===== config.mk =====
export PLATFORM = sky130hd
export DESIGN_NAME = if_fetch_unit
export DESIGN_NICKNAME = d
export VERILOG_FILES = /design/src/rtl/if_fetch_unit_pkg.sv /design/src/rtl/if_fetch_unit_skid_reg.sv /design/src/rtl/if_fetch_unit.sv
export SDC_FILE = /design/constraint.sdc
export NUM_CORES = 1
export LEC_CHECK = 0
export BUFFER_PORTS_ARGS = -buffer_cell sky130_fd_sc_hd__buf_2
export CAP_MARGIN = 30
export CORE_ASPECT_RATIO = 1.2
export CORE_MARGIN = 1.5
export CORE_UTILIZATION = 60
export DETAILED_ROUTE_END_ITERATION = 8
export GPL_ROUTABILITY_DRIVEN = 1
export MAX_ROUTING_LAYER = met4
export PLACE_DENSITY = 0.84
export SYNTH_ARGS = -nofsm -noshare
export SYNTH_HDL_FRONTEND = slang
export SYNTH_SLANG_ARGS = --single-unit

===== constraint.sdc =====
create_clock -name clk -period 5.75 [get_ports clk]
set_input_delay 0.2875 -clock clk [delete_from_list [all_inputs] [get_ports clk]]
set_output_delay 0.2875 -clock clk [all_outputs]
set_load 0.005 [all_outputs]

===== src/rtl/if_fetch_unit_pkg.sv =====
// Shared definitions for the instruction-fetch front end: FSM encoding and
// default reset PC / sequential step.
package if_fetch_unit_pkg;

  typedef enum logic {
    ST_FETCH = 1'b0,
    ST_SKID  = 1'b1
  } fetch_state_e;

  localparam logic [31:0] DEFAULT_RESET_PC = 32'h0000_0000;
  localparam logic [31:0] DEFAULT_PC_STEP  = 32'd4;

  // Sequential fetch address; 32-bit modulo so it wraps silently past 0xFFFF_FFFC.
  function automatic logic [31:0] step_pc(input logic [31:0] pc, input logic [31:0] step);
    return pc + step;
  endfunction

endpackage


===== src/rtl/if_fetch_unit_skid_reg.sv =====
// 64-bit {instruction, pc} holding register with clear > load > hold priority.
// Used both for the skid slot and for the decode-facing output register.
module fetch_skid_reg (
  input  logic        clk,
  input  logic        rst,
  input  logic        load,
  input  logic        clear,
  input  logic [63:0] d,
  output logic [63:0] q
);

  // Register update: clear wins over load; otherwise hold.
  always_ff @(posedge clk or negedge rst) begin
    if (!rst) begin
      q <= 64'd0;
    end else if (clear) begin
      q <= 64'd0;
    end else if (load) begin
      q <= d;
    end
  end

endmodule


===== src/rtl/if_fetch_unit.sv =====
// Instruction-fetch front end. Holds the fetch address, talks to a
// variable-latency instruction memory over req/ack, delivers {instruction, pc}
// to decode through a registered output, parks one instruction in a skid slot
// while decode is frozen, and redirects on a taken branch.
//
// Memory handshake: imem_req=1 presents imem_addr; the address is held stable
// until imem_ack=1 is sampled on a rising edge, at which point imem_rdata is
// captured. imem_ack is ignored while imem_req=0. A new address goes out the
// cycle after ack, so a zero-wait memory sustains one instruction per clock.
module if_fetch_unit
  import if_fetch_unit_pkg::*;
#(
  parameter logic [31:0] RESET_PC = DEFAULT_RESET_PC,
  parameter logic [31:0] PC_STEP  = DEFAULT_PC_STEP
) (
  input  logic        clk,
  input  logic        rst,
  input  logic        freeze,
  input  logic        br_taken,
  input  logic [31:0] br_target,
  output logic        imem_req,
  output logic [31:0] imem_addr,
  input  logic        imem_ack,
  input  logic [31:0] imem_rdata,
  output logic [31:0] instruction,
  output logic [31:0] pc_out,
  output logic        valid_out
);

  fetch_state_e state;
  logic         drop;
  logic [31:0]  pc;
  logic [31:0]  req_addr;
  logic         valid_q;

  logic         ack_v;
  logic [31:0]  seq_addr;
  logic         skid_load;
  logic         skid_clear;
  logic         out_load;
  logic [63:0]  skid_d;
  logic [63:0]  skid_q;
  logic [63:0]  out_d;
  logic [63:0]  out_q;

  // Decode of the skid/output register controls from the current state and inputs.
  always_comb begin
    ack_v      = imem_req & imem_ack;
    seq_addr   = step_pc(req_addr, PC_STEP);
    skid_d     = {imem_rdata, seq_addr};
    skid_clear = br_taken;
    skid_load  = 1'b0;
    out_load   = 1'b0;
    out_d      = skid_d;
    if (!br_taken) begin
      if (state == ST_FETCH) begin
        if (ack_v && !drop) begin
          skid_load = freeze;
          out_load  = !freeze;
        end
      end else begin
        out_load = !freeze;
        out_d    = skid_q;
      end
    end
  end

  fetch_skid_reg u_skid (
    .clk   (clk),
    .rst   (rst),
    .load  (skid_load),
    .clear (skid_clear),
    .d     (skid_d),
    .q     (skid_q)
  );

  fetch_skid_reg u_out (
    .clk   (clk),
    .rst   (rst),
    .load  (out_load),
    .clear (1'b0),
    .d     (out_d),
    .q     (out_q)
  );

  // Fetch FSM: branch redirect first, then memory handshake and freeze handling.
  always_ff @(posedge clk or negedge rst) begin
    if (!rst) begin
      state    <= ST_FETCH;
      imem_req <= 1'b0;
      req_addr <= RESET_PC;
      pc       <= RESET_PC;
      drop     <= 1'b0;
      valid_q  <= 1'b0;
    end else if (br_taken) begin
      // Redirect. If a request is still waiting for ack, its address must stay
      // on the bus, so remember the target and discard the data when it lands.
      valid_q  <= 1'b0;
      state    <= ST_FETCH;
      imem_req <= 1'b1;
      pc       <= br_target;
      if (!imem_req || imem_ack) begin
        req_addr <= br_target;
        drop     <= 1'b0;
      end else begin
        drop <= 1'b1;
      end
    end else begin
      case (state)
        ST_FETCH: begin
          imem_req <= 1'b1;
          if (ack_v) begin
            if (drop) begin
              drop     <= 1'b0;
              req_addr <= pc;
              if (!freeze) valid_q <= 1'b0;
            end else if (!freeze) begin
              valid_q  <= 1'b1;
              req_addr <= seq_addr;
            end else begin
              // Decode is stalled: park the fetched word and stop requesting.
              req_addr <= seq_addr;
              state    <= ST_SKID;
              imem_req <= 1'b0;
            end
          end else if (!freeze) begin
            valid_q <= 1'b0;
          end
        end
        ST_SKID: begin
          if (!freeze) begin
            valid_q  <= 1'b1;
            state    <= ST_FETCH;
            imem_req <= 1'b1;
          end
        end
        default: begin
          state    <= ST_FETCH;
          imem_req <= 1'b0;
        end
      endcase
    end
  end

  assign imem_addr   = req_addr;
  assign instruction = out_q[63:32];
  assign pc_out      = out_q[31:0];
  assign valid_out   = valid_q;

endmodule


==> summary.txt, run 1 <==
Pwr
  • Sequential share of power: 0.474
  • P_leak: 4.90 nW
  • Maximum vdd drop: 0.000175 V
  • Switch share: 0.293
  • Gate power share: 0.201
  • Clock power share: 0.324
  • Cell Int Power: 2.68 mW
  • Pwr dens: 351 nW/µm²
  • P_sw: 1.11 mW

Global route
  • Grt met3 use: 0.0434
  • GRT Residual Overflow: 0
  • Pin count of the biggest net entering global routing: 124
  • Vias in the first global route: 7359
  • Met1 GRT Util: 0.408
  • Most Crowded Layer GR: met2
  • Met2 Use GR: 0.435
  • First-pass GRT wire length: 36000 µm
  • Initial antenna violation count: 1
  • GR Util All Layers: 0.290

Place
  • GPL Wtd Cong: 0.936
  • PortBufs: 166
  • Placed insts: 1315
  • Post-detail-place hpwl: 14600 µm

Timing
  • Final setup TNS: 0 ns
  • Slew Limit Fails: 0
  • Final Cycle Share: 0.489
  • Crit path time final: 2.81 ns
  • Worst-Margin Slew: 0.966 ns
  • Clock skew: 0.00751 ns
  • Endpoints failing hold: 0
  • RSZ-0062 raised after global routing: no
  • Slew margin rel.: 0.354
  • Fmax: 0.356 GHz
  • # setup viols final: 0

Die
  • Num rows: 49
  • Ports: 167
  • Die Height: 138 µm
  • Initial Utilization: 0.613
  • Die W: 116 µm
  • Core area: 15000 µm²
  • Die area: 16000 µm²

Clocking
  • CTS tree: done
  • Cell chosen for the clock root: clkbuf_16
  • Sink Count: 196
  • Worst-Skew Late Latency: 0.43 ns
  • CTS HTree Levels: 4
  • Clock slew seen by the registers of the worst setup and hold paths: 0.06 ns
  • Clk buf depth: 2
  • Resized Gates After CTS: 0
  • CTS Buf Count: 17

Logic synthesis
  • Yosys top cell area share: 0.535
  • Syn Nets: 1081
  • Synth area leader: dfrtp_1
  • Sequential share of the synthesized area: 0.535
  • Synth Area per Inst: 9.08 µm²
  • Post-synthesis cell count: 1011
  • Cell Area, Synth: 9180 µm²
  • Synthesis-stage register bit count: 196
  • Yosys cell types: 48
  • Ranking of synthesized cells by area: dfrtp_1 53%, nand2_1 8.3%, nor2_1 4.3%
  • Ys Warns: 0

Setup path
  • Worst path cell trace: and3b_1, and3_2, buf_4, nor2_1, a211oi_1
  • Required time of the worst setup path: 6.08 ns
  • CP startpoint kind: flop
  • CP top delay family: simple AND/OR/NAND/NOR gates
  • Slowest stage delay, CP: 0.75 ns
  • Crit Path Max Fanout: 42
  • Worst Path Arrival: 3.14 ns
  • Slowest stage cell, crit path: and3_2
  • CP Capture Type: flop
  • CP bufs+invs: 1
  • Crit Path Class: flop to flop

Detailed routing
  • Via density: 5.82
  • DRC viols: 0
  • Drt wl/cell: 16.2 µm
  • Total number of vias: 7857
  • Detailed Route WL: 21900 µm
  • Iteration-0 DRC Markers: 737
  • Final ANT Viol Nets: 0
  • First-pass iteration count of the detailed router: 8

Final layout
  • Net count, final: 1203
  • Commonest non-fill, non-tap cells in the layout: 203 x nand2_1, 196 x dfrtp_1, 164 x buf_2, 105 x nor2_1, 72 x a21oi_1
  • Fillers: 1184
  • Reg area: 4900 µm²
  • Non-Filler Instances: 1351
  • Layout cells sized above 1: 0.214
  • P&R area growth vs syn: 17.5%
  • Multi-input logic area: 3940 µm²
  • Commonest non-fill, non-tap cell in the layout: nand2_1

Job
  • MaxCap Viol Count: 0

Status
  • Status: finished, final reports clean

Worst hold path
  • Hold Path Class: input pin to flop
synth_stat cells (all sizes together):
master   number
o31a          9
a22oi        11
a221oi        4
a21oi        72
mux2         26
nor2        106
a31oi        35
or4           4
o21ai        61
or2           2
o22ai        11
o311a         1
a22o          4
dfrtp       196
a21o          2
o32a          1
xnor2        14
buf           6
nor2b         3
mux2i         8
nand4        13
o22a          1
ha            1
a222oi        2
nor3b         3
and4          2
xor2         14
o211ai       12
a41o          1
nand2b        1
inv          23
a211oi       18
clkbuf       69
nor4          9
nand3        22
nor3         19
o31ai         3
and3         15
o2bb2ai       1
o21a          2
and3b         1
nand2       203
metrics by stage:
stage | worst slack [ns] | hold WS (ns) | instance area [µm²] | power (mW) | util
after global routing | 2.66 | 0.101 | 10800 | 3.98 | 0.721
after detailed placement | 2.83 | 0.465 | 10100 | 2.58 | 0.675
final | 2.94 | 0.0996 | 10800 | 3.79 | 0.721
after floorplan | 3.58 | -0.00809 | 9180 | 2.20 | -
after CTS | 2.97 | 0.0475 | 10700 | 3.80 | 0.717
after global placement | 2.89 | 0.456 | 10100 | 2.55 | 0.674
cell type report:
cell class	count	share of cell area
inverters	23	0.00801
clock buffers	24	0.0456
flip-flops and latches	196	0.455
diodes	1	0.000232
clock inverters	8	0.0114
repair buffers	178	0.0909
multi-input cells	717	0.365
well taps	204	0.0237
routing by layer:
| layer | vias up | part of all wire |
|---|---|---|
| met4 | 0 | 0.018 |
| met1 | 3761 | 0.44 |
| met5 | - | 0 |
| met2 | 302 | 0.48 |
| li1 | 3763 | - |
| met3 | 31 | 0.066 |
power groups by stage:
stage	clock network (mW)	registers [mW]	logic (mW)
after global placement	0	1.81	0.740
after global routing	1.29	1.83	0.862
after floorplan	0	1.79	0.405
after CTS	1.24	1.80	0.764
after detailed placement	0	1.82	0.759
final	1.23	1.80	0.763
path summary, 6_finish.rpt:
check / startpoint / endpoint / slack [ns] / cells past startpoint
worst max-delay path: drop$_DFFE_PN0P_ / u_skid.q[25]$_DFFE_PN0P_ / 2.94 / 5
worst min-delay path: br_target[11] / pc[11]$_DFFE_PN0P_ / 0.1 / 3
worst max register to register: drop$_DFFE_PN0P_ / u_skid.q[25]$_DFFE_PN0P_ / 2.94 / 5
worst min register to register: u_out.q[6]$_DFFE_PN0P_ / u_out.q[6]$_DFFE_PN0P_ / 0.47 / 2
max in group asynchronous: rst / u_skid.q[47]$_DFFE_PN0P_ / 3.88 / 4
min in group asynchronous: rst / u_skid.q[38]$_DFFE_PN0P_ / 0.22 / 2
cell families after synthesis:
group                      share of synthesized area
adders and majority gates                    0.00136
AOI/OAI and AO/OA                              0.167
DFF                                            0.535
xor gates and xnor gates                      0.0267
buffers and inverters                         0.0402
and+or+nand+nor                                0.189
muxes                                         0.0406
state kept, by name, indices dropped and copies added (netlist names):
| name | count |
|---|---|
| u_out.q | 64 |
| u_skid.q | 64 |
| imem_addr | 32 |
| pc | 32 |
| drop | 1 |
| imem_req | 1 |
| state | 1 |
| valid_out | 1 |
repair_timing:
action | CTS | global route
hold buffers | 0 | 1
endpoints found under the hold margin | 0 | 3
setup buffers | 0 | 0
worst min-delay path: cells and delay by family:
family                 cells  cell delay (ns)
buffers and inverters      1             0.08
AO/OA/AOI/OAI              1             0.07
AND/OR/NAND/NOR            1             0.05
(Power assumes the default switching activity.)
==> run 2, diff against run 1 <==
--- a/config.mk
+++ b/config.mk
@@ -9,11 +9,11 @@
 export CAP_MARGIN = 30
 export CORE_ASPECT_RATIO = 1.2
 export CORE_MARGIN = 1.5
-export CORE_UTILIZATION = 60
+export CORE_UTILIZATION = 51
 export DETAILED_ROUTE_END_ITERATION = 8
 export GPL_ROUTABILITY_DRIVEN = 1
 export MAX_ROUTING_LAYER = met4
-export PLACE_DENSITY = 0.84
+export PLACE_DENSITY = 0.76
 export SYNTH_ARGS = -nofsm -noshare
 export SYNTH_HDL_FRONTEND = slang
 export SYNTH_SLANG_ARGS = --single-unit
==> constraint.sdc (replaced) <==
create_clock -name clk -period 2.3 [get_ports clk]
set_input_delay 0.115 -clock clk [delete_from_list [all_inputs] [get_ports clk]]
set_output_delay 0.115 -clock clk [all_outputs]
set_load 0.005 [all_outputs]
==> run 2 against run 1 <==
Routed wire length up 11%. Global-route usage down 2.0 points. Clock power rose to 2.6 times the previous value. Setup slack worse by 2.8 ns. Cell area up 9.2%. Critical endpoint is now imem_addr[29]$_DFFE_PN0P_. Sequential share of layout area down 3.8 points. Register-to-register slack worse by 2.8 ns. Largest cell class unchanged. Critical path depth unchanged. Maximum frequency up 28%.
==> summary.txt, run 2 (synthesis gave the netlist of run 1 again) <==
Die
  • Die area: 18800 µm²
  • Core area: 17600 µm²
  • Num rows: 53
  • Ports: 167
  • Die W: 125 µm
  • Initial Utilization: 0.522
  • Die Height: 150 µm

Setup path
  • CP startpoint kind: flop
  • Crit Path Max Fanout: 5
  • CP Capture Type: flop
  • Worst path cell trace: nand3_1, or4_1, or4_4, o31a_1, o22ai_1
  • Worst Path Arrival: 2.55 ns
  • Slowest stage cell, crit path: or4_4
  • Required time of the worst setup path: 2.65 ns
  • Slowest stage delay, CP: 0.55 ns
  • Crit Path Class: flop to flop

Final layout
  • Commonest non-fill, non-tap cell in the layout: nand2_1
  • Largest regs: u_out.q: 64 flops, u_skid.q: 64 flops
  • Finished Cell Area: 11800 µm²
  • Non-Filler Instances: 1467
  • Commonest non-fill, non-tap cells in the layout: 203 x nand2_1, 196 x dfrtp_1, 164 x buf_2, 105 x nor2_1, 72 x a21oi_1
  • Ant diodes: 0
  • P&R area growth vs syn: 28.3%
  • Net count, final: 1304
  • Layout cells sized above 1: 0.229

Clocking
  • CTS Buf Count: 17
  • Worst-Skew Late Latency: 0.44 ns
  • CTS tree: done
  • Cell chosen for the clock root: clkbuf_16
  • Clock slew seen by the registers of the worst setup and hold paths: 0.07 ns
  • Clk buf depth: 2
  • Sink Count: 196
  • CTS HTree Levels: 4
  • Total setup buffers inserted after CTS: 0

Pwr
  • Pwr dens: 835 nW/µm²
  • P_sw: 3.02 mW
  • Gate power share: 0.228
  • Clock power share: 0.326
  • P_leak: 5.38 nW
  • Sequential share of power: 0.447
  • Cell Int Power: 6.80 mW
  • Switch share: 0.308
  • Maximum vdd drop: 0.000510 V

Timing
  • Final setup TNS: 0 ns
  • RSZ-0062 raised after global routing: no
  • Crit path time final: 2.19 ns
  • # setup viols final: 0
  • Final Cycle Share: 0.953
  • Fmax: 0.456 GHz
  • Endpoints failing hold: 0
  • Slew margin rel.: 0.575
  • Clock skew: 0.00973 ns
  • Final hold slack: 0.173 ns
  • Slew Limit Fails: 0
  • Worst-Margin Slew: 0.632 ns

Detailed routing
  • Total number of vias: 8227
  • Via density: 5.61
  • Drt wl/cell: 16.6 µm
  • DRC viols: 0
  • Detailed Route WL: 24300 µm
  • Final ANT Viol Nets: 0
  • First-pass iteration count of the detailed router: 5
  • Iteration-0 DRC Markers: 514

Job
  • MaxCap Viol Count: 0

Global route
  • GR Util All Layers: 0.270
  • First-pass GRT wire length: 39500 µm
  • Pin count of the biggest net entering global routing: 69
  • Initial antenna violation count: 0
  • GRT Residual Overflow: 0
  • Vias in the first global route: 7809

Worst hold path
  • Hold Path Class: input pin to flop

Place
  • Placed insts: 1369
  • Post-DP Area: 10500 µm²
  • PortBufs: 166
  • Post-detail-place hpwl: 16000 µm
  • GPL Wtd Cong: 0.901

Status
  • Status: finished, final reports clean
run 2: cell count changes in the layout (fill, tap and decap cells not counted), sizes merged:
cell and delta:
diode -1, inv +9, dlygate4sd3 +65, buf +36, clkinvlp -2, clkbuf -7
run 2: cell type report:
| cell class | count | area, µm² |
|---|---|---|
| fill | 1371 | 5800 |
| sequential | 196 | 4900 |
| multi-input combinational | 717 | 3940 |
| timing repair buffer | 279 | 1930 |
| clock buffer | 17 | 425 |
| tap | 220 | 275 |
| clock inverter | 15 | 206 |
| inverter | 23 | 86.3 |
run 2: worst max-delay path, delay by kind of cell (launching register included):
family	cells	cell delay (ns)
AND/OR/NAND/NOR	3	1.24
flip-flops	1	0.43
AO/OA/AOI/OAI	2	0.44
run 2: metrics by stage:
step	utilization	worst slack (ns)	power, mW
6_report	0.670	0.109	9.82
5_1_grt	0.670	0.0205	10.3
4_1_cts	0.669	0.129	9.87
3_5_place_dp	0.596	0.175	6.59
3_3_place_gp	0.596	0.199	6.53
2_1_floorplan	-	0.131	5.50
run 2: what timing repair did:
item / 4_1_cts / 5_1_grt
hold buffers: 66 / 0
gates resized for setup: 0 / 1
hold endpoints to repair: 165 / 0
endpoints found under the setup margin: 0 / 4
run 2: final timing paths:
check	end	from	slack (ns)	cells past startpoint
min	u_skid.q[39]$_DFFE_PN0P_	br_taken	0.17	2
max	imem_addr[29]$_DFFE_PN0P_	imem_addr[20]$_DFFE_PN0P_	0.11	5
max in group asynchronous	u_out.q[3]$_DFFE_PN0P_	rst	1.31	3
max reg2reg	imem_addr[29]$_DFFE_PN0P_	imem_addr[20]$_DFFE_PN0P_	0.11	5
min in group asynchronous	u_out.q[38]$_DFFE_PN0P_	rst	0.25	2
min reg2reg	u_out.q[11]$_DFFE_PN0P_	u_out.q[11]$_DFFE_PN0P_	0.48	2
run 2: power by group through the flow:
stage	Combinational [mW]	Clock, mW	Sequential (mW)
3_5_place_dp	2.14	0	4.45
4_1_cts	2.24	3.24	4.38
3_3_place_gp	2.10	0	4.42
5_1_grt	2.49	3.37	4.46
2_1_floorplan	1.01	0	4.48
6_report	2.24	3.20	4.39
run 2: metal layers:
metal,global-route usage,routed length (µm),share of wire
met4,0.0864,392,0.016
met5,-,0,0
met2,0.429,11800,0.49
met3,0.0443,1300,0.054
met1,0.357,10800,0.44
